--- src/rtl/useq_multiplier.sv ---
// Sequential unsigned shift-add multiplier, one multiplier bit per cycle, LSB first.
// Optional macro USEQ_MUL_EARLY_TERM_EN finishes early once the remaining multiplier bits are zero.
module useq_multiplier #(
    parameter int WIDTH = 32
) (
    input  logic                 clk,
    input  logic                 reset,
    input  logic                 start,
    input  logic [WIDTH-1:0]     multiplicand,
    input  logic [WIDTH-1:0]     multiplier,
    output logic [2*WIDTH-1:0]   product,
    output logic                 busy,
    output logic                 done
);

    localparam int             CW   = $clog2(WIDTH + 1);
    localparam logic [CW-1:0]  LAST = CW'(WIDTH - 1);

    typedef enum logic [1:0] {
        IDLE,
        RUN,
        DONE
    } state_t;

    state_t                state_q, state_d;
    logic [WIDTH-1:0]      mcand_q, mcand_d;
    logic [WIDTH:0]        acc_q, acc_d;
    logic [WIDTH-1:0]      mq_q, mq_d;
    logic [CW-1:0]         count_q, count_d;
    logic [2*WIDTH-1:0]    product_q, product_d;

    logic [WIDTH-1:0]      addend;
    logic [WIDTH:0]        sum;
    logic [2*WIDTH-1:0]    step;
    logic [2*WIDTH-1:0]    final_val;
    logic                  finish;

    always_comb begin
        // NOTE: every combinational output gets a default first so no path infers a latch.
        state_d   = state_q;
        mcand_d   = mcand_q;
        acc_d     = acc_q;
        mq_d      = mq_q;
        count_d   = count_q;
        product_d = product_q;

        addend = mq_q[0] ? mcand_q : '0;
        sum    = acc_q + {1'b0, addend};
        step   = {sum, mq_q[WIDTH-1:1]};

`ifdef USEQ_MUL_EARLY_TERM_EN
        // Unprocessed bits sit in mq_q[WIDTH-1-count:0]; bit 0 is consumed this cycle.
        finish    = ((mq_q & ({WIDTH{1'b1}} >> count_q)) >> 1) == '0;
        final_val = step >> (LAST - count_q);
`else
        finish    = (count_q == LAST);
        final_val = step;
`endif

        unique case (state_q)
            IDLE, DONE: begin
                state_d = IDLE;
                if (start) begin
                    state_d = RUN;
                    mcand_d = multiplicand;
                    mq_d    = multiplier;
                    acc_d   = '0;
                    count_d = '0;
                end
            end
            RUN: begin
                acc_d   = {1'b0, step[2*WIDTH-1:WIDTH]};
                mq_d    = step[WIDTH-1:0];
                count_d = count_q + CW'(1);
                if (finish) begin
                    state_d   = DONE;
                    product_d = final_val;
                end
            end
            default: state_d = IDLE;
        endcase
    end

    // NOTE: sequential state uses non-blocking assignments so all registers update together.
    always_ff @(posedge clk or posedge reset) begin
        if (reset) begin
            state_q   <= IDLE;
            mcand_q   <= '0;
            acc_q     <= '0;
            mq_q      <= '0;
            count_q   <= '0;
            product_q <= '0;
        end else begin
            state_q   <= state_d;
            mcand_q   <= mcand_d;
            acc_q     <= acc_d;
            mq_q      <= mq_d;
            count_q   <= count_d;
            product_q <= product_d;
        end
    end

    assign product = product_q;
    assign busy    = (state_q == RUN);
    assign done    = (state_q == DONE);

endmodule

--- config.mk ---
export PLATFORM = sky130hd
export DESIGN_NAME = useq_multiplier
export DESIGN_NICKNAME = d
export VERILOG_FILES = /design/src/rtl/useq_multiplier.sv
export SDC_FILE = /design/constraint.sdc
export NUM_CORES = 1
export LEC_CHECK = 0
export BUFFER_PORTS_ARGS = -buffer_cell sky130_fd_sc_hd__buf_2
export CAP_MARGIN = 25
export CORE_MARGIN = 5
export CORE_UTILIZATION = 40
export CTS_CLUSTER_SIZE = 8
export DETAILED_ROUTE_END_ITERATION = 12
export HOLD_SLACK_MARGIN = 0.02
export SLEW_MARGIN = 5
export SYNTH_ARGS = -nofsm -noshare
export SYNTH_HDL_FRONTEND = slang
export SYNTH_SLANG_ARGS = --single-unit
--- constraint.sdc ---
create_clock -name clk -period 5.6 [get_ports clk]
set_input_delay 0.28 -clock clk [delete_from_list [all_inputs] [get_ports clk]]
set_output_delay 0.28 -clock clk [all_outputs]
set_load 0.005 [all_outputs]
# Word-level counts from Yosys, hierarchy flattened
# Cells that the tools add are included.
[classes]
div = 0
bitwise_logic = 0
muxes = 10
eq_ne = 5
reduce_logical = 6
n_addsub = 2
magnitude_cmp = 0
mul = 0
shifts = 0
[op_table]
columns = ["cell", "n"]
rows = [
  ["one-hot mux 33 bit (2 select lines)", 1],
  ["two-way mux 32 bit", 2],
  ["one-hot mux 32 bit (2 select lines)", 1],
  ["adder 33 x 32 -> 33 bit", 1],
  ["two-way mux 33 bit", 1],
  ["one-hot mux 6 bit (2 select lines)", 1],
  ["adder 6 x 1 -> 6 bit (second input constant)", 1],
  ["equality test 6 x 5 -> 1 bit (second input constant)", 1],
  ["two-way mux 6 bit", 1],
  ["AND reduction 2 bit", 3],
  ["one-hot mux 2 bit (2 select lines)", 1],
  ["equality test 2 x 1 -> 1 bit (second input constant)", 1],
  ["equality test 2 bit (second input constant)", 1],
  ["zero test 2 bit", 1],
  ["two-way mux 2 bit", 1],
  ["inequality test 2 x 1 -> 1 bit (second input constant)", 1],
  ["inequality test 2 bit (second input constant)", 1],
  ["nonzero test 2 bit", 1],
  ["OR reduction 2 bit", 1],
  ["two-way mux 1 bit", 1],
]
[word_totals]
latch_bits = 0
romBits = 0
output_inout_bits = 66
regBits = 169
memories = 0
ramBits = 0
inputBits = 67

# Longest topological paths before layout
# Gate-level depths: netlist (run 1).
[logic_depth]
word_depth = 4
depth_mapped = 11
ltp_nobuf = 11

# Worst setup path after synthesis (run 1)
# OpenSTA, ideal clock, no wires.
[synth_path]
kind = "reg2reg"
start = "register mq_q[0]"
end = "register product_q[51] (netlist: product[51])"
slack_ns = 2.929
stages_incl_launch_ff = 11
arrival_ns = 2.546
required_time_ns = 5.475
setup_ns = 0.125
cell_sequence = "dfrtp_1 > clkbuf_1 > nand2_1 > fa_1 > nor2b_4 > o2111ai_2 > a2111oi_2 > nor3_1 > o21a_1 > xnor2_1 > mux2_2"
[synth_between]
elab_chain_cells = 2
[synth_lines]
columns = ["item", "line_no", "rtl"]
rows = [
  ["from (decl)", "28", "logic [WIDTH-1:0] mq_q, mq_d;"],
  ["from (signal assigned)", "97", "mq_q <= mq_d;"],
  ["two-way mux 32 bit", "47", "addend = mq_q[0] ? mcand_q : '0;"],
  ["adder 33 x 32 -> 33 bit", "48", "sum = acc_q + {1'b0, addend};"],
  ["to (signal assigned)", "99", "product_q <= product_d;"],
  ["to (decl)", "30", "logic [2*WIDTH-1:0] product_q, product_d;"],
]
# Every way passes these cells.
# A chain may end at the register's enable or synchronous reset.

# Final worst setup path (run 1)
# Same ends and word-level chain as after synthesis.

==> reports/results.txt, run 1 <==
final hold slack: 0.0263 ns
DP Cell Count: 1303
Cells after Synth: 938
post-synthesis sequential area ratio: 0.498
Top Ports: 133
Root Buffer: clkbuf_16
most frequent cell after synthesis: nand2_1
aggregate routed wire length: 22300 um
Resized Gates After CTS: 0
Slew headroom: 0.354
H-tree depth: 4
Clock Path Buffers: 2
Peak VDD IR: 0.238 mV
Worst Path Required: 5.92 ns
overall power: 0.00560 W
setup TNS: 0 ns
Final Max Tran Viols: 0
Final Setup Violations: 0
largest area contributor in the netlist: dfrtp_1
post-route ant nets: 0
dominant cells by area after synthesis: dfrtp_1 50%, nand2_1 15%, ha_1 4.9%
Pre-antenna DRT Iters: 5
minimum clock period: 3.56 ns
Commonest cells post-synth: 331 x nand2_1, 168 x dfrtp_1, 41 x a21oi_1
reg2reg path depth: 11
CP max FO: 33
Die H: 155 um
final hold violations: 0
pwr/cell area: 558 nW/um^2
DRC: 0
Synth Warn #: 0
Final HPWL DP: 15200 um
Post-synth EDFFs: 0
PortBufs: 132
max cap viols: 0
Clk pin slew, worst setup/hold paths: 0.07 ns
GP Congestion: 0.906
status: finished, final reports clean
Worst-Margin Slew: 0.967 ns
first-pass GRT wire length: 36700 um
register bit total from synthesis: 168
period utilization: 0.636
clk sinks: 168
Vias: 6974
startpoint types: flop
Initial Utilization: 0.404
Non-Filler Instances: 1347
ys flop type: dfrtp_1
CTS buffer count: 17
clock insertion delay at the later pin of the skew report: 0.44 ns
grt ovf: 0
Setup crit end kind: flop
wire per inst: 16.6 um
Setup Buffers After CTS: 0
std cell rows: 53
vias in the first global route: 7010
ys async rst share: 1.00
DR iter-0 viols: 483
GRT Overall Usage: 0.189
RSZ-0062 raised after global routing: false
worst min path class: in2reg
area growth from synthesis to layout: 19.1%
ratio of cells with drive above 1 in the final layout: 0.186
Arrival @ worst endpoint: 3.89 ns
fill count: 2060
initial antenna violation count: 1
Layout Nets: 1159
area of the mapped netlist: 8440 um^2
drt via density: 5.18
Worst Clk Skew: 0.0133 ns
CTS tree: done
leak pwr: 4.88 nW
Net Count, Synth: 1039
synthesized area per cell: 8.99 um^2
Die Wd: 155 um
full die area: 24100 um^2
largest net degree at the start of global routing: 105
Setup CP Type: reg2reg
core area: 20900 um^2
hold-critical path depth: 3
distinct cell type count after synthesis: 55
FMAX: 0.281 GHz
share of the synthesized area in the top cell type: 0.498
## registers in the layout (all words and copies together) (netlist names)
register and flops:
state_q 2, product 64, mq_q 32, count_q 6, acc_q 32, mcand_q 32
## power by group
| group | switching [W] | internal [W] |
|---|---|---|
| logic | 0.00129 | 0.00100 |
| clock network | 0.000564 | 0.000639 |
| registers | 0.000361 | 0.00174 |
| total | 0.00222 | 0.00339 |
## layer usage
metal | routed length, um | part of all wire | GRT usage | vias to the layer above
met2 | 10500 | 0.47 | 0.302 | 147
met1 | 10800 | 0.48 | 0.266 | 3345
met4 | 395 | 0.018 | 0.0584 | 0
met3 | 696 | 0.031 | 0.0306 | 23
li1 | - | - | - | 3459
met5 | 0 | 0 | 0 | -
## layout make-up
class	count	area [um^2]	area share
clock buffers	17	425	0.0423
clock inverters	15	171	0.0171
well taps	275	344	0.0342
inverters	9	38.8	0.00386
flip-flops and latches	168	4200	0.418
multi-input cells	711	4010	0.399
diodes	1	2.50	0.000249
repair buffers	151	848	0.0844
## path summary, 6_finish.rpt
kind	startpoint	endpoint	slack (ns)
worst min-delay path	multiplicand[22]	mcand_q[22]$_DFFE_PP0P_	0.03
worst min register to register	product[0]$_DFFE_PP0P_	product[0]$_DFFE_PP0P_	0.47
max in group asynchronous	reset	product[29]$_DFFE_PP0P_	3.96
worst max-delay path	mq_q[0]$_DFFE_PP0P_	product[51]$_DFFE_PP0P_	2.04
min in group asynchronous	reset	mcand_q[29]$_DFFE_PP0P_	0.42
worst max register to register	mq_q[0]$_DFFE_PP0P_	product[51]$_DFFE_PP0P_	2.04
## worst max-delay path: stages, from the launching register on
cell and delay (ns):
dfrtp_1 0.94, and2_1 0.23, ha_1 0.19, inv_1 0.06, fa_1 0.43, nor2b_4 0.15, o2111ai_2 0.18, a2111oi_2 0.47
nor3_1 0.17, o21a_1 0.22, xnor2_1 0.13, mux2_2 0.27
## per-stage QoR
stage / util / area, um^2 / worst slack [ns]
floorplan: - / 8440 / 0.773
global placement: 0.446 / 9320 / 2.10
detailed placement: 0.446 / 9320 / 2.01
CTS: 0.479 / 10000 / 2.00
global route: 0.481 / 10000 / 1.75
finish: 0.481 / 10000 / 2.04
## repair_timing
item                       4_1_cts  5_1_grt
hold buffers                     8        2
setup endpoints to repair        0        0
hold endpoints to repair         8       50
## placed cells by master, fill, tap and decap left out, types with 8 or more instances in the layout
cell	instances
and2_1	32
o21ai_1	10
a21oi_1	41
dfrtp_1	168
o21ai_0	40
nand3_1	9
dlygate4sd3_1	10
a22oi_1	32
ha_1	33
nand2_1	330
nor3_1	8
buf_2	132
nand4_1	14
mux2_2	10
xor2_1	10
a22o_1	19
buf_4	8
xnor2_1	15
nor2_1	23
clkbuf_16	17
## kinds of logic (layout without fill, tap and decap cells)
logic type | after synthesis | in the layout | synth area share
compound gates | 198 | 198 | 0.158
flops | 168 | 168 | 0.498
buf+inv | 59 | 192 | 0.0279
simple gates | 444 | 444 | 0.225
other cells | 0 | 1 | 0
xor+xnor | 25 | 25 | 0.0260
fa+ha+maj | 34 | 34 | 0.0513
mux | 10 | 10 | 0.0133
(Power assumes the default switching activity.)
==> run 2: changes to the inputs <==
--- a/config.mk
+++ b/config.mk
@@ -5,6 +5,7 @@
 export SDC_FILE = /design/constraint.sdc
 export NUM_CORES = 1
 export LEC_CHECK = 0
+export ABC_AREA = 1
 export BUFFER_PORTS_ARGS = -buffer_cell sky130_fd_sc_hd__buf_2
 export CAP_MARGIN = 25
 export CORE_MARGIN = 5
==> constraint.sdc (replaced) <==
create_clock -name clk -period 2.9 [get_ports clk]
set_input_delay 0.145 -clock clk [delete_from_list [all_inputs] [get_ports clk]]
set_output_delay 0.145 -clock clk [all_outputs]
set_load 0.005 [all_outputs]
==> reports/results.txt, run 2 <==
status: finished, violations left
failing checks: negative hold slack
Worst Path Required: 3.23 ns (-2.69 ns)
Slew headroom: 0.417 (+0.0626)
Synth Warn #: 0 (unchanged)
distinct cell type count after synthesis: 39 (-29%)
Setup crit end kind: flop
Commonest cells post-synth: 401 x nand2_1, 182 x inv_1, 168 x dfrtp_1
PortBufs: 132 (unchanged)
dpl cell area: 10100 um^2 (+8.1%)
register bit total from synthesis: 168 (unchanged)
mux contribution to synthesized area: 0.0394 (+0.0260)
final hold violations: 7 (+7)
Final Setup Violations: 0 (unchanged)
# diodes: 0 (-1)
post-synthesis sequential area ratio: 0.459 (-0.0392)
Top Ports: 133 (unchanged)
std cell rows: 55 (+3.8%)
post-route ant nets: 0 (unchanged)
drt via density: 4.85 (-6.2%)
RSZ-0062 raised after global routing: false
GR Util met1: 0.272 (+0.00547)
leak pwr: 6.30 nW (+29%)
Worst-Margin Slew: 0.875 ns (-0.0916 ns)
global routing usage on met2: 0.317 (+0.0156)
GRT Overall Usage: 0.195 (+0.00578)
setup TNS: 0 ns (unchanged)
period utilization: 0.866 (+0.230)
Final HPWL DP: 17400 um (+15%)
met3 Track Usage GR: 0.0322 (+0.00155)
XOR/XNOR Fraction of Synth Area: 0.0124 (-0.0135)
area of the mapped netlist: 9160 um^2 (+8.5%)
GR peak layer: met2
Cells after Synth: 1169 (+25%)
Die H: 161 um (+3.9%)
final instance area: 11400 um^2 (+13%)
dominant cells by area after synthesis: dfrtp_1 46%, nand2_1 16%, inv_1 7.5%
fill count: 2200 (+6.8%)
Pre-antenna DRT Iters: 5 (unchanged)
Worst Clk Skew: 0.0197 ns (+0.00638 ns)
Layout Nets: 1459 (+26%)
post-synthesis compound-gate area fraction: 0.0819 (-0.0766)
clock insertion delay at the later pin of the skew report: 0.45 ns (about the same)
wire per inst: 14.8 um (-11%)
vias in the first global route: 7965 (+14%)
DP Cell Count: 1560 (+20%)
DR iter-0 viols: 565 (+17%)
initial antenna violation count: 0 (-1)
Vias: 8039 (+15%)
worst min path class: in2async
DRC: 0 (unchanged)
clk sinks: 168 (unchanged)
largest area contributor in the netlist: dfrtp_1
startpoint types: flop
main combinational cell family by area after synthesis: simple AND/OR/NAND/NOR gates
full die area: 26000 um^2 (+8.0%)
most frequent cell after synthesis: nand2_1
Final Core Density: 0.504 (+0.0226)
pwr/cell area: 727 nW/um^2 (+30%)
area growth from synthesis to layout: 24.2%
Net Count, Synth: 1270 (+22%)
Root Buffer: clkbuf_16
ys flop type: dfrtp_1
CP max FO: 22 (-33%)
ys async rst share: 1.00 (unchanged)
final hold slack: -0.00891 ns (-0.0352 ns)
share of the synthesized area in the top cell type: 0.459 (-0.0392)
Setup Buffers After CTS: 0 (unchanged)
core area: 22600 um^2 (+8.1%)
minimum clock period: 2.51 ns (-1.05 ns)
most common cell after layout, fill and taps aside: nand2_1
Clk pin slew, worst setup/hold paths: 0.08 ns (about the same)
Post-synth EDFFs: 0 (unchanged)
Post-Synth Simple-Gate Area: 0.261 (+0.0362)
grt ovf: 0 (unchanged)
Die Wd: 161 um (+3.9%)
FMAX: 0.398 GHz (+42%)
CTS buffer count: 17 (unchanged)
max cap viols: 0 (unchanged)
synthesized area per cell: 7.83 um^2 (-13%)
Initial Utilization: 0.406 (+0.00182)
Setup CP Type: reg2reg
number of flip-flops in the largest register: 64 (unchanged)
Arrival @ worst endpoint: 2.84 ns (-1.05 ns)
Clock Path Buffers: 2 (unchanged)
first-pass GRT wire length: 41100 um (+12%)
Peak VDD IR: 0.308 mV (+29%)
GP Congestion: 0.901 (-0.64%)
aggregate routed wire length: 24500 um (+9.7%)
Final Max Tran Viols: 0 (unchanged)
largest net degree at the start of global routing: 169 (+61%)
Non-Filler Instances: 1656 (+23%)
CTS tree: done
adder-cell share of the synthesized area: 0.0473 (-0.00404)
H-tree depth: 4 (unchanged)
most frequent cells in the layout: 401 x nand2_1, 181 x inv_1, 168 x dfrtp_1
ratio of cells with drive above 1 in the final layout: 0.169 (-0.0166)
run 2: cell count changes after synthesis, moves of 29 or more:
cell      delta
inv_1      +175
nand3_1     +89
nand2_1     +70
a22oi_1     -32
and2_1      -32
o221ai_1    +29
run 2: final timing paths:
kind | startpoint | depth (start not counted) | slack, ns | endpoint
hold reg to reg | product[43]$_DFFE_PP0P_ | 2 | 0.48 | product[43]$_DFFE_PP0P_
setup / recovery | mq_q[0]$_DFFE_PP0P_ | 14 | 0.39 | product[49]$_DFFE_PP0P_
max in group asynchronous | reset | 3 | 2.31 | product[27]$_DFFE_PP0P_
min in group clk | start | 4 | 0.32 | mq_q[21]$_DFFE_PP0P_
setup reg to reg | mq_q[0]$_DFFE_PP0P_ | 14 | 0.39 | product[49]$_DFFE_PP0P_
hold / removal | reset | 3 | -0.009 | product[36]$_DFFE_PP0P_
run 2: final cells by class:
class / count / area (um^2) / area share
multi-input cells: 776 / 4050 / 0.356
clock inverters: 15 / 224 / 0.0197
well taps: 285 / 357 / 0.0314
clock buffers: 17 / 425 / 0.0374
repair buffers: 209 / 1410 / 0.124
flip-flops and latches: 168 / 4200 / 0.370
inverters: 186 / 702 / 0.0617
run 2: cells by family after synthesis:
logic type                 after synthesis
AOI/OAI and AO/OA                      120
adders and majority gates               34
DFF                                    168
and+or+nand+nor                        577
buffers and inverters                  225
xor gates and xnor gates                13
muxes                                   32
run 2: timing repair:
item | in CTS | in global routing
hold buffers | 64 | 0
gates resized for setup | 0 | 0
endpoints found under the hold margin | 64 | 0
run 2: critical path, stage by stage, from the launching register on:
cell and delay, ns:
dfrtp_1 0.43, buf_4 0.32, nand2_1 0.08, inv_1 0.06
ha_1 0.26, nand2_1 0.16, inv_1 0.05, nand2_1 0.06
nand2_1 0.08, inv_1 0.06, nand3_1 0.29, nand3_1 0.23
nand3b_1 0.13, nand3_1 0.11, nand2_1 0.05
run 2: per-layer routing:
layer,part of all wire,vias to the layer above
met4,0.014,0
met5,0,-
met3,0.039,26
li1,-,4078
met2,0.47,166
met1,0.48,3769
run 2: report_power, final:
part | switching [W] | internal [W] | leakage, nW | total [W]
clock | 0.00121 | 0.00121 | 0.309 | 0.00242
sequential | 0.000216 | 0.00274 | 2.06 | 0.00296
combinational | 0.00182 | 0.00106 | 3.93 | 0.00288
run 2: through the flow:
stage | total power, W | hold WS [ns] | setup WS (ns)
final | 0.00826 | -0.00891 | 0.389
after global routing | 0.00889 | 0.0754 | 0.205
after CTS | 0.00833 | 0.0300 | 0.378
after detailed placement | 0.00581 | 0.381 | 0.402
after global placement | 0.00578 | 0.377 | 0.453
after floorplan | 0.00508 | 0.296 | 0.570
==> run 3: changes to the inputs <==
--- a/config.mk
+++ b/config.mk
@@ -5,7 +5,7 @@
 export SDC_FILE = /design/constraint.sdc
 export NUM_CORES = 1
 export LEC_CHECK = 0
-export ABC_AREA = 1
+export ABC_AREA = 0
 export BUFFER_PORTS_ARGS = -buffer_cell sky130_fd_sc_hd__buf_2
 export CAP_MARGIN = 25
 export CORE_MARGIN = 5
==> reports/results.txt, run 3 (synthesis results as in run 1) <==
startpoint types: flop
ratio of cells with drive above 1 in the final layout: 0.206 (+0.0364)
CP max FO: 3 (-86%)
worst-path cell chain: and2_1 > ha_2 > inv_2 > fa_2 > nor2b_4 > o2111ai_4 > a2111oi_4 > or3_4 > a21oi_2 > xnor2_1 > mux2_2
H-tree depth: 4 (unchanged)
full die area: 24100 um^2 (-7.4%)
Arrival @ worst endpoint: 3.11 ns (+0.27 ns)
vias in the first global route: 7234 (-9.2%)
area growth from synthesis to layout: 29.2%
Worst path slowest cell: a2111oi_4
Final Setup Violations: 0 (unchanged)
largest net degree at the start of global routing: 84 (-50%)
Die H: 155 um (-3.8%)
Clk pin slew, worst setup/hold paths: 0.07 ns (about the same)
max incr delay on CP: 0.43 ns (about the same)
Slew headroom: 0.378 (-0.0381)
RSZ-0062 raised after global routing: true
Non-Filler Instances: 1418 (-14%)
core area: 20900 um^2 (-7.5%)
worst min path class: in2reg
fill count: 1956 (-11%)
most frequent cells in the layout: 330 x nand2_1, 168 x dfrtp_1, 132 x buf_2
final hold slack: 0.245 ns (+0.254 ns)
first-pass GRT wire length: 37400 um (-8.9%)
Die Wd: 155 um (-3.8%)
Worst Clk Skew: 0.00717 ns (-0.0125 ns)
DP Cell Count: 1319 (-15%)
Setup crit end kind: flop
max cap viols: 0 (unchanged)
aggregate routed wire length: 22700 um (-7.2%)
post-route ant nets: 0 (unchanged)
most common cell after layout, fill and taps aside: nand2_1
Final Max Tran Viols: 0 (unchanged)
DR iter-0 viols: 421 (-25%)
GRT Overall Usage: 0.190 (-0.00512)
multi-input combinational cell area: 4160 um^2 (+2.8%)
Peak VDD IR: 0.417 mV (+36%)
Worst Path Required: 3.21 ns (-0.02 ns)
Top Ports: 133 (unchanged)
leak pwr: 5.21 nW (-17%)
# diodes: 0 (unchanged)
number of flip-flops in the largest register: 64 (unchanged)
Pre-antenna DRT Iters: 5 (unchanged)
pwr/cell area: 1030 nW/um^2 (+42%)
clock insertion delay at the later pin of the skew report: 0.43 ns (-0.02 ns)
Layout Nets: 1231 (-16%)
minimum clock period: 2.79 ns (+0.284 ns)
FMAX: 0.358 GHz (-10%)
period utilization: 0.964 (+0.0978)
GP Congestion: 0.877 (-2.6%)
drt via density: 5.14 (+5.9%)
Initial Utilization: 0.404 (-0.00182)
status: finished, final reports clean
wire per inst: 16.0 um (+8.4%)
Worst-Margin Slew: 0.930 ns (+0.0550 ns)
CTS tree: done
Final HPWL DP: 15400 um (-12%)
clk sinks: 168 (unchanged)
Clock Path Buffers: 2 (unchanged)
PortBufs: 132 (unchanged)
initial antenna violation count: 0 (unchanged)
Setup CP Type: reg2reg
FF+latch area: 4200 um^2 (unchanged)
final hold violations: 0 (-7)
CTS buffer count: 17 (unchanged)
grt ovf: 0 (unchanged)
Vias: 7289 (-9.3%)
DRC: 0 (unchanged)
Root Buffer: clkbuf_16
std cell rows: 53 (-3.6%)
[run 3: cell count changes in the layout (fill, tap and decap cells not counted), moves of 19 or more]
cell	previous run	this run
a22o_1	0	19
a22oi_1	0	32
and2_1	0	32
inv_1	181	5
mux2_2	32	10
nand2_1	401	330
nand3_1	98	9
nor2_1	49	22
o221ai_1	30	1
[run 3: worst max-delay path, delay by kind of cell (launching register included)]
family | cells | cell delay [ns]
AOI/OAI and AO/OA | 3 | 0.67
xor gates and xnor gates | 1 | 0.17
adders and majority gates | 2 | 0.62
buffers and inverters | 1 | 0.05
DFF | 1 | 0.39
muxes | 1 | 0.27
and+or+nand+nor | 3 | 0.51
[run 3: power by group]
group          switching, W  internal [W]
Clock               0.00109       0.00124
Combinational       0.00270       0.00219
Sequential         0.000644       0.00337
Total               0.00443       0.00679
[run 3: final cells by class]
class,instances,share of cell area
clock buffers,17,0.0390
multi-input cells,711,0.382
well taps,275,0.0316
clock inverters,15,0.0169
flip-flops and latches,168,0.386
repair buffers,223,0.142
inverters,9,0.00344
[run 3: path summary, 6_finish.rpt]
| check | slack [ns] | start | cells past startpoint | endpoint |
|---|---|---|---|---|
| worst max-delay path | 0.11 | mq_q[0]$_DFFE_PP0P_ | 11 | product[55]$_DFFE_PP0P_ |
| worst min-delay path | 0.25 | start | 5 | mcand_q[28]$_DFFE_PP0P_ |
| worst max register to register | 0.11 | mq_q[0]$_DFFE_PP0P_ | 11 | product[55]$_DFFE_PP0P_ |
| worst min register to register | 0.47 | mcand_q[30]$_DFFE_PP0P_ | 2 | mcand_q[30]$_DFFE_PP0P_ |
| max in group asynchronous | 1.77 | reset | 4 | acc_q[13]$_DFFE_PP0P_ |
| min in group asynchronous | 0.30 | reset | 3 | mq_q[11]$_DFFE_PP0P_ |
[run 3: stage by stage]
stage	setup slack (ns)	setup TNS [ns]	util	instance area [um^2]	power [W]
6_report	0.105	0	0.522	10900	0.0112
5_1_grt	-0.0140	-0.0282	0.522	10900	0.0121
4_1_cts	-0.0103	-0.0182	0.514	10700	0.0111
3_5_place_dp	0.00110	0	0.454	9480	0.00865
3_3_place_gp	0.0879	0	0.454	9480	0.00859
2_1_floorplan	0.229	0	-	8440	0.00709
[run 3: per-layer routing]
| layer | global-route usage | share of wire | up-vias |
|---|---|---|---|
| met5 | 0 | 0 | - |
| met3 | 0.0320 | 0.037 | 22 |
| met2 | 0.302 | 0.47 | 173 |
| met4 | 0.0492 | 0.014 | 0 |
| met1 | 0.271 | 0.48 | 3507 |
| li1 | - | - | 3587 |
[run 3: what timing repair did]
| action | in CTS | in global routing |
|---|---|---|
| resized for setup | 0 | 25 |
| hold endpoints to repair | 84 | 0 |
| setup buffers | 0 | 2 |
| pin swaps | 0 | 14 |
| setup endpoints to repair | 2 | 28 |
| hold buffers | 65 | 0 |
| cloned | 0 | 0 |
